## src/rtl/mul_pkg.sv

```systemverilog
`default_nettype none
// ============================================================================
//  Module      : mul_pkg
//  Description : Shared types and constants for the iterative multiplier.
//                - mulState_t : FSM state encoding (IDLE, RUN, DONE)
//                - ALU_MUL / ALU_MLA : ALUControlE encodings, also used by
//                  the controller decode
//                - calcIters : iteration count for a width / retire rate
//  Revision    : 1.0  initial release
// ============================================================================
package mul_pkg;

    typedef enum logic [1:0] {
        IDLE = 2'd0,
        RUN  = 2'd1,
        DONE = 2'd2
    } mulState_t;

    localparam logic [3:0] ALU_MUL = 4'b0100;
    localparam logic [3:0] ALU_MLA = 4'b0101;

    // Number of iterations needed to retire every multiplier bit.
    function automatic int calcIters(input int width, input int bitsPerCycle);
        return width / bitsPerCycle;
    endfunction

endpackage : mul_pkg
`default_nettype wire

```

## src/rtl/mul_iter_unit_step.sv

```systemverilog
`default_nettype none
// ============================================================================
//  Module      : mul_step
//  Description : Combinational partial-product adder for one iteration slice.
//                sum = pp + mcand * mbits, truncated to WIDTH bits.
//  Ports       : pp    in  WIDTH           running partial product
//                mcand in  WIDTH           multiplicand, already shifted
//                mbits in  BITS_PER_CYCLE  multiplier bits for this slice
//                sum   out WIDTH           updated partial product
//  Revision    : 1.0  initial release
// ============================================================================
module mul_step #(
    parameter int WIDTH          = 32,
    parameter int BITS_PER_CYCLE = 2
) (
    input  logic [WIDTH-1:0]          pp,
    input  logic [WIDTH-1:0]          mcand,
    input  logic [BITS_PER_CYCLE-1:0] mbits,
    output logic [WIDTH-1:0]          sum
);

    // Shift-and-add over the slice: a small adder chain instead of a
    // generic multiplier, so the per-cycle path stays short.
    always_comb begin
        sum = pp;
        for (int i = 0; i < BITS_PER_CYCLE; i++) begin
            if (mbits[i]) begin
                sum = sum + (mcand << i);
            end
        end
    end

endmodule : mul_step
`default_nettype wire

```

## src/rtl/mul_iter_unit.sv

```systemverilog
`default_nettype none
// ============================================================================
//  Module      : mul_iter_unit
//  Description : Iterative MUL / MLA unit for the execute stage. Retires
//                BITS_PER_CYCLE multiplier bits per cycle with a fixed
//                latency of ITERS+1 cycles from the accepting cycle, and
//                holds the pipeline via stall while it iterates.
//  Ports       : clk, reset (sync, active-high)
//                start    accept a new multiply (MulOpE & CondExE)
//                flush    abort any in-flight operation
//                op       ALUControlE, op[0] selects MLA
//                srca/srcb/acc  multiplicand / multiplier / accumulator
//                setflags S bit
//                stall    stall request to the hazard unit
//                done     one-cycle completion pulse
//                result   low WIDTH bits of srca*srcb (+acc)
//                flags_n / flags_z / flags_we  N/Z flag update
//  Revision    : 1.0  initial release
// ============================================================================
module mul_iter_unit
    import mul_pkg::*;
#(
    parameter int WIDTH          = 32,
    parameter int BITS_PER_CYCLE = 2
) (
    input  logic             clk,
    input  logic             reset,
    input  logic             start,
    input  logic             flush,
    input  logic [3:0]       op,
    input  logic [WIDTH-1:0] srca,
    input  logic [WIDTH-1:0] srcb,
    input  logic [WIDTH-1:0] acc,
    input  logic             setflags,
    output logic             stall,
    output logic             done,
    output logic [WIDTH-1:0] result,
    output logic             flags_n,
    output logic             flags_z,
    output logic             flags_we
);

    localparam int ITERS = calcIters(WIDTH, BITS_PER_CYCLE);
    localparam int CNT_W = (ITERS > 1) ? $clog2(ITERS) : 1;
    localparam logic [CNT_W-1:0] C_CNT_LOAD = CNT_W'(ITERS - 1);

    mulState_t          r_state;
    mulState_t          w_nextState;
    logic [CNT_W-1:0]   r_cnt;
    logic [WIDTH-1:0]   r_mcand;
    logic [WIDTH-1:0]   r_mplier;
    logic [WIDTH-1:0]   r_pp;
    logic               r_setflags;
    logic [WIDTH-1:0]   r_result;
    logic               r_flagN;
    logic               r_flagZ;
    logic [WIDTH-1:0]   w_ppNext;
    logic               w_accept;

    assign w_accept = (r_state == IDLE) && start && !flush;

    mul_step #(
        .WIDTH          (WIDTH),
        .BITS_PER_CYCLE (BITS_PER_CYCLE)
    ) u_step (
        .pp    (r_pp),
        .mcand (r_mcand),
        .mbits (r_mplier[BITS_PER_CYCLE-1:0]),
        .sum   (w_ppNext)
    );

    // ---------------------------------------------------------------- state
    always_ff @(posedge clk) begin
        if (reset) begin
            r_state <= IDLE;
        end else begin
            r_state <= w_nextState;
        end
    end

    // ----------------------------------------------------------- next state
    always_comb begin
        w_nextState = r_state;
        case (r_state)
            IDLE: begin
                if (start && !flush) begin
                    w_nextState = RUN;
                end
            end
            RUN: begin
                if (flush) begin
                    w_nextState = IDLE;
                end else if (r_cnt == '0) begin
                    w_nextState = DONE;
                end
            end
            DONE:    w_nextState = IDLE;
            default: w_nextState = IDLE;
        endcase
    end

    // -------------------------------------------------------------- outputs
    // done is gated by flush so an instruction killed in E in its completion
    // cycle never reports a result or writes flags.
    always_comb begin
        stall    = w_accept || (r_state == RUN);
        done     = (r_state == DONE) && !flush;
        flags_we = done && r_setflags;
    end

    assign result  = r_result;
    assign flags_n = r_flagN;
    assign flags_z = r_flagZ;

    // ------------------------------------------------------------- datapath
    // Operands are captured only on the accepting edge; the result and flags
    // are written only by the final RUN iteration, so a flush leaves them
    // untouched.
    always_ff @(posedge clk) begin
        if (reset) begin
            r_cnt      <= '0;
            r_mcand    <= '0;
            r_mplier   <= '0;
            r_pp       <= '0;
            r_setflags <= 1'b0;
            r_result   <= '0;
            r_flagN    <= 1'b0;
            r_flagZ    <= 1'b0;
        end else if (w_accept) begin
            r_mcand    <= srca;
            r_mplier   <= srcb;
            r_pp       <= op[0] ? acc : '0;
            r_setflags <= setflags;
            r_cnt      <= C_CNT_LOAD;
        end else if ((r_state == RUN) && !flush) begin
            r_pp     <= w_ppNext;
            r_mcand  <= r_mcand << BITS_PER_CYCLE;
            r_mplier <= r_mplier >> BITS_PER_CYCLE;
            r_cnt    <= r_cnt - CNT_W'(1);
            if (r_cnt == '0) begin
                r_result <= w_ppNext;
                r_flagN  <= w_ppNext[WIDTH-1];
                r_flagZ  <= (w_ppNext == '0);
            end
        end
    end

    // The controller must not issue while stall is high, and decode only
    // raises start for MUL / MLA.
    a_startOnlyInIdle : assert property (@(posedge clk) disable iff (reset)
        (start && !flush) |-> (r_state == IDLE));

    a_legalOp : assert property (@(posedge clk) disable iff (reset)
        w_accept |-> ((op == ALU_MUL) || (op == ALU_MLA)));

endmodule : mul_iter_unit
`default_nettype wire

```

## config.mk

```make
export PLATFORM = sky130hd
export DESIGN_NAME = mul_iter_unit
export DESIGN_NICKNAME = d
export VERILOG_FILES = /design/src/rtl/mul_pkg.sv /design/src/rtl/mul_iter_unit_step.sv /design/src/rtl/mul_iter_unit.sv
export SDC_FILE = /design/constraint.sdc
export NUM_CORES = 1
export LEC_CHECK = 0
export BUFFER_PORTS_ARGS = -buffer_cell sky130_fd_sc_hd__buf_4
export CORE_ASPECT_RATIO = 1.4
export CORE_MARGIN = 2
export CORE_UTILIZATION = 43
export DETAILED_ROUTE_END_ITERATION = 8
export HOLD_SLACK_MARGIN = 0.05
export MAX_ROUTING_LAYER = met4
export SYNTH_ARGS = -nofsm -noshare
export SYNTH_HDL_FRONTEND = slang
export SYNTH_SLANG_ARGS = --single-unit
```

## constraint.sdc

```tcl
create_clock -name clk -period 9.5 [get_ports clk]
set_clock_uncertainty 0.15 [all_clocks]
set_input_delay 1.9 -clock clk [delete_from_list [all_inputs] [get_ports clk]]
set_output_delay 1.9 -clock clk [all_outputs]
set_load 0.005 [all_outputs]
```

==> metrics.txt, run 1 <==
number of placement rows=65; number of antenna repair diodes=0; area share of the leading cell type in the synthesized netlist=0.276; Net Count, Synth=1488; crit path cell chain=ha_1, fa_1, a21o_1, nand4_1, a21o_1, a211oi_1, nor2_1, xor2_1, a21oi_1, ha_1, nand4_1, nor4_1, o21ai_1, nand4_1, a31o_2, o311ai_1, nand4b_1, nor4_2, nand4b_1, nand2_1; height of the die=183 um; Post-Layout Cell Count=1711; number of flip-flops and latches in the synthesized netlist=136; time the final worst path needs with I/O delays and setup=5590 ps; Slew @ Worst Pin=1020 ps; antenna violations before repair=0; share of cells above drive strength 1=0.162; number of I/O pins=142; Reg power frac=0.361; Unique masters post-synth=87; Die ar.=24200 um2; global router's overall resource usage=0.290; run status=completed; total DRC errors in the routed layout=0; detail-routed net length per standard cell=20.2 um; clock tree from TritonCTS=built; area growth from synthesis to final layout=18.3%; Clk pwr share=0.413; basic-gate share of the synthesized area counting and, or, nand and nor cells=0.230; r2r setup slk=3910 ps; total of hold buffers inserted after clock tree synthesis=0; total clock buffers created by CTS=17; iteration count of the initial detailed-routing pass=5; overflow left after global routing=0; Net Sw Frac=0.322; maximum root-to-sink buffer count=2; setup repair after global routing missed its margin=false; Worst path top cell family by delay=simple AND/OR/NAND/NOR gates; Hold WC Path Type=reg -> reg; H-tree depth=4; final worst slack=3910 ps; complex-gate fraction of the synthesized area=0.301; Bufs and invs on worst path=0; fraction of the mapped netlist area in adder cells=0.0890; cell with the largest stage delay on the worst path=sky130_fd_sc_hd__a211oi_1; pin count of the biggest net entering global routing=88; portion of total power attributed to combinational logic=0.226; arrival time reported for the critical path endpoint=5830 ps; clock-pin slew on the worst setup and hold paths=70 ps; max cap viols=0; cell total after placement=1679; Critical Path Sink Type=flip-flop; Post-synth ARST share=0; number of enable-type register cells in the synthesized netlist=0; Ys Warns=0; synthesized area=9870 um2; required time of the critical path=9740 ps; area share of xor/xnor cells in the synthesized design=0.0355; Internal=1190 uW; Post-CTS Resized=0; number of nets with antenna violations after detailed routing=0; Initial Util=0.438; pre-CTS WS=4050 ps; Area contributors post-synth=sky130_fd_sc_hd__dfxtp_1 (28%), sky130_fd_sc_hd__a21oi_1 (8.8%), sky130_fd_sc_hd__ha_1 (8.5%); clock root buffer master=sky130_fd_sc_hd__clkbuf_16; 1st-iter DRT viols=810; portion of netlist area occupied by mux cells=0.0212; number of nets at the end of the flow=1571; Largest stage delay, worst path=630 ps; detailed placer's ending HPWL=24.9 mm; insertion delay of the later-clocked pin in the worst-skew pair=440 ps; Die X=132 um; Final Hold Fails=0; number of vias after detailed routing=10.3k; Net Sw Power=562 uW; Final Cycle Share=0.589; setup repair bufs after CTS=0; clock net sink count=136; type of the worst setup path=reg -> reg; Buffers on Ports=138; most used flip-flop cell after synthesis=sky130_fd_sc_hd__dfxtp_1; vias in the first global route=9938; synthesized instance count=1314; leakage power summed over all cells=0.00484 uW; worst voltage drop across the vdd grid=0.121 mV; Achievable Freq=179 MHz; number of setup violations in the final report=0; area of the placeable core=22500 um2; worst slew margin relative to its limit=0.318; leading area contributor after synthesis=sky130_fd_sc_hd__dfxtp_1; maximum fanout encountered on the critical timing path=11; first-pass GRT wire length=53.9 mm; post-synthesis sequential area ratio=0.276; average vias per placed instance=6.04; Final Core Density=0.518; Worst Setup Start Kind=flip-flop; final weighted congestion of routability-driven global placement=0.963; syn avg cell area=7.51 um2; final sum of negative setup slack=0 ps; Power Density=150 nW/um2; count of final max-slew check failures=0; largest family of logic cells by synthesized area=compound AO/OA/AOI/OAI gates; Most Frequent Cell on Critical Path=sky130_fd_sc_hd__nand4_1; wirelength, routed=34.6 mm
-- worst register-to-register path: stages, from the launching register on --
cell and delay, ps:
sky130_fd_sc_hd__dfxtp_1 430, sky130_fd_sc_hd__ha_1 240, sky130_fd_sc_hd__fa_1 230, sky130_fd_sc_hd__a21o_1 170, sky130_fd_sc_hd__nand4_1 210, sky130_fd_sc_hd__a21o_1 260
sky130_fd_sc_hd__a211oi_1 630, sky130_fd_sc_hd__nor2_1 110, sky130_fd_sc_hd__xor2_1 160, sky130_fd_sc_hd__a21oi_1 90, sky130_fd_sc_hd__ha_1 520, sky130_fd_sc_hd__nand4_1 250
sky130_fd_sc_hd__nor4_1 430, sky130_fd_sc_hd__o21ai_1 280, sky130_fd_sc_hd__nand4_1 190, sky130_fd_sc_hd__a31o_2 160, sky130_fd_sc_hd__o311ai_1 240, sky130_fd_sc_hd__nand4b_1 280
sky130_fd_sc_hd__nor4_2 310, sky130_fd_sc_hd__nand4b_1 140, sky130_fd_sc_hd__nand2_1 80
-- layout by cell type, fill, tap and decap left out, types with 12 or more instances in the layout --
cell type / n
sky130_fd_sc_hd__ha_1: 67
sky130_fd_sc_hd__buf_4: 154
sky130_fd_sc_hd__a2111oi_0: 15
sky130_fd_sc_hd__a21o_1: 28
sky130_fd_sc_hd__nor3_1: 26
sky130_fd_sc_hd__a21oi_1: 173
sky130_fd_sc_hd__inv_1: 24
sky130_fd_sc_hd__o21ai_0: 28
sky130_fd_sc_hd__nor2_1: 158
sky130_fd_sc_hd__xnor2_1: 28
sky130_fd_sc_hd__nand2_1: 161
sky130_fd_sc_hd__nor4_1: 23
sky130_fd_sc_hd__nand3_1: 21
sky130_fd_sc_hd__dfxtp_1: 136
sky130_fd_sc_hd__clkbuf_16: 17
sky130_fd_sc_hd__nand4_1: 21
sky130_fd_sc_hd__xor2_1: 12
sky130_fd_sc_hd__o21a_1: 14
sky130_fd_sc_hd__a22oi_1: 62
sky130_fd_sc_hd__o21ai_1: 12
sky130_fd_sc_hd__a211oi_1: 22
-- power groups by stage --
stage / Sequential [uW] / Combinational [uW] / Clock (uW)
floorplan: 632 / 270 / 0
global placement: 643 / 388 / 0
detailed placement: 644 / 391 / 0
CTS: 631 / 393 / 732
global route: 635 / 434 / 755
finish: 631 / 395 / 721
-- worst paths after layout --
kind	from	end	depth (start not counted)
worst max-delay path	r_mcand[0]	flags_z	20
worst min-delay path	r_mplier[4]	r_mplier[4]	2
worst max register to register	r_mcand[0]	flags_z	20
worst min register to register	r_mplier[4]	r_mplier[4]	2
-- registers in the layout, summed over array words and instances (netlist names) --
register	count
flags_z	1
r_cnt	4
r_mcand	32
r_mplier	32
r_pp	32
r_setflags	1
r_state	2
result	32
-- cell usage after synthesis, drive strengths merged, types with 5 or more instances --
cell       n
a211oi    23
nor3      27
clkbuf    70
a21oi    176
xor2      12
dfxtp    136
inv       25
or3        6
nand4b     6
mux2i      7
a31oi     11
and2       8
a21o      28
nor4      24
xnor2     28
a22oi     62
nor2b     10
o2111ai    6
o21a      14
o21ai     41
nor2     160
buf       20
a21boi     7
mux2      12
nor3b      9
nand4     21
a2111oi   17
a31o       5
o31ai      9
nand3     21
nand2    161
ha        67
o211ai    11
and3       9
-- kinds of logic after synthesis --
family / Yosys count
flops: 136
fa+ha+maj: 69
xor+xnor: 40
buf+inv: 115
simple gates: 486
mux: 19
compound gates: 449
-- final cells by class --
cell class / instances / area [um2]
clock inverter: 14 / 186
fill: 2314 / 10900
clock buffer: 18 / 439
inverter: 25 / 93.8
tap: 301 / 377
timing repair buffer: 154 / 1160
multi-input combinational: 1063 / 6700
sequential: 136 / 2720
-- stage by stage --
stage          instance area [um2]  power (uW)  hold slack (ps)
6_report                     11700        1750              302
5_1_grt                      11700        1820              324
4_1_cts                      11700        1760              307
3_5_place_dp                 11000        1030              298
3_3_place_gp                 11000        1030              290
2_1_floorplan                 9870         902              282
-- per-layer routing --
layer,track usage,wire length (um),vias up
met5,-,0,-
met3,0.0586,1980,67
met2,0.489,17000,312
met4,0.113,1090,0
li1,-,-,5031
met1,0.340,14500,4924
(Power assumes the default switching activity.)
==> inputs of run 2 (changes only) <==
--- a/config.mk
+++ b/config.mk
@@ -5,6 +5,7 @@
 export SDC_FILE = /design/constraint.sdc
 export NUM_CORES = 1
 export LEC_CHECK = 0
+export ABC_AREA = 1
 export BUFFER_PORTS_ARGS = -buffer_cell sky130_fd_sc_hd__buf_4
 export CORE_ASPECT_RATIO = 1.4
 export CORE_MARGIN = 2
==> constraint.sdc (replaced) <==
create_clock -name clk -period 5.4 [get_ports clk]
set_clock_uncertainty 0.15 [all_clocks]
set_input_delay 1.08 -clock clk [delete_from_list [all_inputs] [get_ports clk]]
set_output_delay 1.08 -clock clk [all_outputs]
set_load 0.005 [all_outputs]
==> run 2 against run 1 <==
First-iteration DRC count fell by 21%; clock power increased by 68%; count of clock-buffer cells in the layout is 1 higher; via count rose by 14%; sequential power grew 77%; critical path type unchanged.
==> metrics.txt, run 2 <==
run status=completed (unchanged); arrival time reported for the critical path endpoint=4850 ps (was 5830 ps); setup repair bufs after CTS=0 (unchanged); most used flip-flop cell after synthesis=sky130_fd_sc_hd__dfxtp_1 (unchanged); overflow left after global routing=0 (unchanged); Power Density=242 nW/um2 (was 150 nW/um2); Hold WC Path Type=reg -> reg (unchanged); height of the die=190 um (was 183 um); worst voltage drop across the vdd grid=0.225 mV (was 0.121 mV); Buffers on Ports=138 (unchanged); Final Hold Fails=0 (unchanged); syn avg cell area=5.95 um2 (was 7.51 um2); maximum root-to-sink buffer count=2 (unchanged); vias in the first global route=11.5k (was 9938); most frequent cells in the layout=sky130_fd_sc_hd__nand2_1 (658), sky130_fd_sc_hd__inv_1 (193), sky130_fd_sc_hd__buf_4 (147), sky130_fd_sc_hd__nand3_1 (143), sky130_fd_sc_hd__nor2_1 (137) (was sky130_fd_sc_hd__a21oi_1 (173), sky130_fd_sc_hd__nand2_1 (161), sky130_fd_sc_hd__nor2_1 (158), sky130_fd_sc_hd__buf_4 (154), sky130_fd_sc_hd__dfxtp_1 (136)); clock net sink count=136 (unchanged); Post-synth ARST share=0 (unchanged); pre-CTS WS=756 ps (was 4050 ps); number of setup violations in the final report=0 (unchanged); clock-pin slew on the worst setup and hold paths=70 ps (about the same); met2 track demand over resource=0.531 (was 0.489); detail-routed net length per standard cell=17.5 um (was 20.2 um); detailed placer's ending HPWL=29.8 mm (was 24.9 mm); Bufs and invs on worst path=0 (unchanged); complex-gate fraction of the synthesized area=0.145 (was 0.301); clock root buffer master=sky130_fd_sc_hd__clkbuf_16 (unchanged); required time of the critical path=5610 ps (was 9740 ps); average vias per placed instance=5.33 (was 6.04); area share of xor/xnor cells in the synthesized design=0.00824 (was 0.0355); number of enable-type register cells in the synthesized netlist=0 (unchanged); top post-synthesis cells by count=sky130_fd_sc_hd__nand2_1 (658), sky130_fd_sc_hd__inv_1 (193), sky130_fd_sc_hd__nand3_1 (143), sky130_fd_sc_hd__nor2_1 (138), sky130_fd_sc_hd__dfxtp_1 (136) (was sky130_fd_sc_hd__a21oi_1 (173), sky130_fd_sc_hd__nand2_1 (161), sky130_fd_sc_hd__nor2_1 (160), sky130_fd_sc_hd__dfxtp_1 (136), sky130_fd_sc_hd__clkbuf_1 (70)); cell with the largest stage delay on the worst path=sky130_fd_sc_hd__fa_1 (was sky130_fd_sc_hd__a211oi_1); Unique masters post-synth=41 (was 87); final weighted congestion of routability-driven global placement=0.967 (was 0.963); 1st-iter DRT viols=636 (was 810); Die X=137 um (was 132 um); type of the worst setup path=reg -> reg (unchanged); Achievable Freq=216 MHz (was 179 MHz); pin count of the biggest net entering global routing=87 (was 88); largest family of logic cells by synthesized area=simple AND/OR/NAND/NOR gates (was compound AO/OA/AOI/OAI gates); most common library cell in the layout ignoring fill and taps=sky130_fd_sc_hd__nand2_1 (was sky130_fd_sc_hd__a21oi_1); GRT met1 Usage=0.383 (was 0.340); Post-CTS Resized=0 (unchanged); number of flip-flops and latches in the synthesized netlist=136 (unchanged); antenna violations before repair=0 (unchanged); clock tree from TritonCTS=built (unchanged); Final Cycle Share=0.859 (was 0.589); Critical Path Sink Type=flip-flop (unchanged); first-pass GRT wire length=60.8 mm (was 53.9 mm); global router's overall resource usage=0.313 (was 0.290); iteration count of the initial detailed-routing pass=5 (unchanged); count of final max-slew check failures=0 (unchanged); max cap viols=0 (unchanged); Most Crowded Layer GR=met2 (unchanged); total power after layout=3020 uW (was 1750 uW); worst slew margin relative to its limit=0.342 (was 0.318); H-tree depth=4 (unchanged); r2r setup slk=760 ps (was 3910 ps); crit path cell chain=ha_1, fa_1, nand3_1, nand2_1, nand3_1, nand3_1, nand2_1, nand2_1, nand2_1, nand3_1, and2_1, ha_1, a21oi_1, o21ai_0, a31oi_1, nor2_1, nor2_1, nand2_1, xor2_1, nand2_1, nand2_1, nor2_1, nand3_1, a21oi_1 (was ha_1, fa_1, a21o_1, nand4_1, a21o_1, a211oi_1, nor2_1, xor2_1, a21oi_1, ha_1, nand4_1, nor4_1, o21ai_1, nand4_1, a31o_2, o311ai_1, nand4b_1, nor4_2, nand4b_1, nand2_1); final worst slack=762 ps (was 3910 ps); total clock buffers created by CTS=17 (unchanged); Die ar.=26000 um2 (was 24200 um2); basic-gate share of the synthesized area counting and, or, nand and nor cells=0.407 (was 0.230); synthesized area=10600 um2 (was 9870 um2); wirelength, routed=38.7 mm (was 34.6 mm); post-synthesis sequential area ratio=0.256 (was 0.276); most common cell in the netlist=sky130_fd_sc_hd__nand2_1 (was sky130_fd_sc_hd__a21oi_1); total of hold buffers inserted after clock tree synthesis=0 (unchanged); leakage power summed over all cells=0.00628 uW (was 0.00484 uW); number of nets at the end of the flow=2061 (was 1571); Largest stage delay, worst path=500 ps (was 630 ps); Most Frequent Cell on Critical Path=sky130_fd_sc_hd__nand2_1 (was sky130_fd_sc_hd__nand4_1); maximum fanout encountered on the critical timing path=5 (was 11); leading area contributor after synthesis=sky130_fd_sc_hd__dfxtp_1 (unchanged); Net Count, Synth=1961 (was 1488); Area contributors post-synth=sky130_fd_sc_hd__dfxtp_1 (26%), sky130_fd_sc_hd__nand2_1 (23%), sky130_fd_sc_hd__ha_1 (7.9%) (was sky130_fd_sc_hd__dfxtp_1 (28%), sky130_fd_sc_hd__a21oi_1 (8.8%), sky130_fd_sc_hd__ha_1 (8.5%)); Final Core Density=0.509 (was 0.518); Slew @ Worst Pin=987 ps (was 1020 ps); number of I/O pins=142 (unchanged); area growth from synthesis to final layout=17.4% (was 18.3%); global routing met3 resource utilization=0.0410 (was 0.0586); area share of the leading cell type in the synthesized netlist=0.256 (was 0.276); number of placement rows=68 (was 65); final sum of negative setup slack=0 ps (unchanged); total DRC errors in the routed layout=0 (unchanged); number of vias after detailed routing=11.8k (was 10.3k); Ys Warns=0 (unchanged); Worst Setup Start Kind=flip-flop (unchanged); insertion delay of the later-clocked pin in the worst-skew pair=440 ps (about the same); Initial Util=0.434 (was 0.438); portion of netlist area occupied by mux cells=0 (was 0.0212); time the final worst path needs with I/O delays and setup=4640 ps (was 5590 ps); number of antenna repair diodes=0 (unchanged); area of the placeable core=24500 um2 (was 22500 um2); number of nets with antenna violations after detailed routing=0 (unchanged); share of cells above drive strength 1=0.115 (was 0.162); synthesized instance count=1787 (was 1314); fraction of the mapped netlist area in adder cells=0.0826 (was 0.0890); setup repair after global routing missed its margin=false (unchanged); Worst path top cell family by delay=simple AND/OR/NAND/NOR gates (unchanged)
[run 2: routing by layer]
metal / share of wire / wire length (um) / vias up
li1: - / - / 6012
met1: 0.44 / 17100 / 5429
met2: 0.49 / 18800 / 301
met3: 0.044 / 1690 / 61
met4: 0.027 / 1040 / 0
met5: 0 / 0 / -
[run 2: through the flow]
stage / hold slack (ps) / cells / area, um2
2_1_floorplan: 290 / 1787 / 10600
3_3_place_gp: 298 / 2183 / 11900
3_5_place_dp: 304 / 2183 / 11900
4_1_cts: 315 / 2215 / 12500
5_1_grt: 335 / 2215 / 12500
6_report: 313 / 2215 / 12500
[run 2: final timing paths]
path                            cells past startpoint          from           end
worst max-delay path                               24    r_mcand[0]       flags_z
worst min-delay path                                2  r_mplier[30]  r_mplier[30]
worst max register to register                     24    r_mcand[0]       flags_z
worst min register to register                      2  r_mplier[30]  r_mplier[30]
[run 2: logic make-up after synthesis]
family,count (synthesis)
compound gates,257
simple gates,1035
flops,136
buf+inv,280
xor+xnor,10
fa+ha+maj,69
[run 2: cell type report]
| cell class | count | area, um2 |
|---|---|---|
| Clock buffer | 19 | 453 |
| Tap cell | 315 | 394 |
| Multi-Input combinational cell | 1371 | 6850 |
| Timing Repair Buffer | 148 | 1120 |
| Fill cell | 2702 | 12000 |
| Clock inverter | 13 | 136 |
| Inverter | 213 | 800 |
| Sequential cell | 136 | 2720 |
[run 2: where the power goes]
part           switching [uW]  total [uW]  internal (uW)  leakage (uW)
logic                     432         693            261       0.00489
registers                60.3        1120           1060       0.00111
clock network             535        1210            672      0.000281
[run 2: worst register-to-register path, stage by stage (launching register included)]
cell and delay (ps):
sky130_fd_sc_hd__dfxtp_1 360, sky130_fd_sc_hd__ha_1 290, sky130_fd_sc_hd__fa_1 500, sky130_fd_sc_hd__nand3_1 130, sky130_fd_sc_hd__nand2_1 130, sky130_fd_sc_hd__nand3_1 140
sky130_fd_sc_hd__nand3_1 240, sky130_fd_sc_hd__nand2_1 180, sky130_fd_sc_hd__nand2_1 60, sky130_fd_sc_hd__nand2_1 60, sky130_fd_sc_hd__nand3_1 180, sky130_fd_sc_hd__and2_1 220
sky130_fd_sc_hd__ha_1 330, sky130_fd_sc_hd__a21oi_1 250, sky130_fd_sc_hd__o21ai_0 170, sky130_fd_sc_hd__a31oi_1 280, sky130_fd_sc_hd__nor2_1 70, sky130_fd_sc_hd__nor2_1 80
sky130_fd_sc_hd__nand2_1 100, sky130_fd_sc_hd__xor2_1 160, sky130_fd_sc_hd__nand2_1 60, sky130_fd_sc_hd__nand2_1 90, sky130_fd_sc_hd__nor2_1 110, sky130_fd_sc_hd__nand3_1 80
sky130_fd_sc_hd__a21oi_1 130
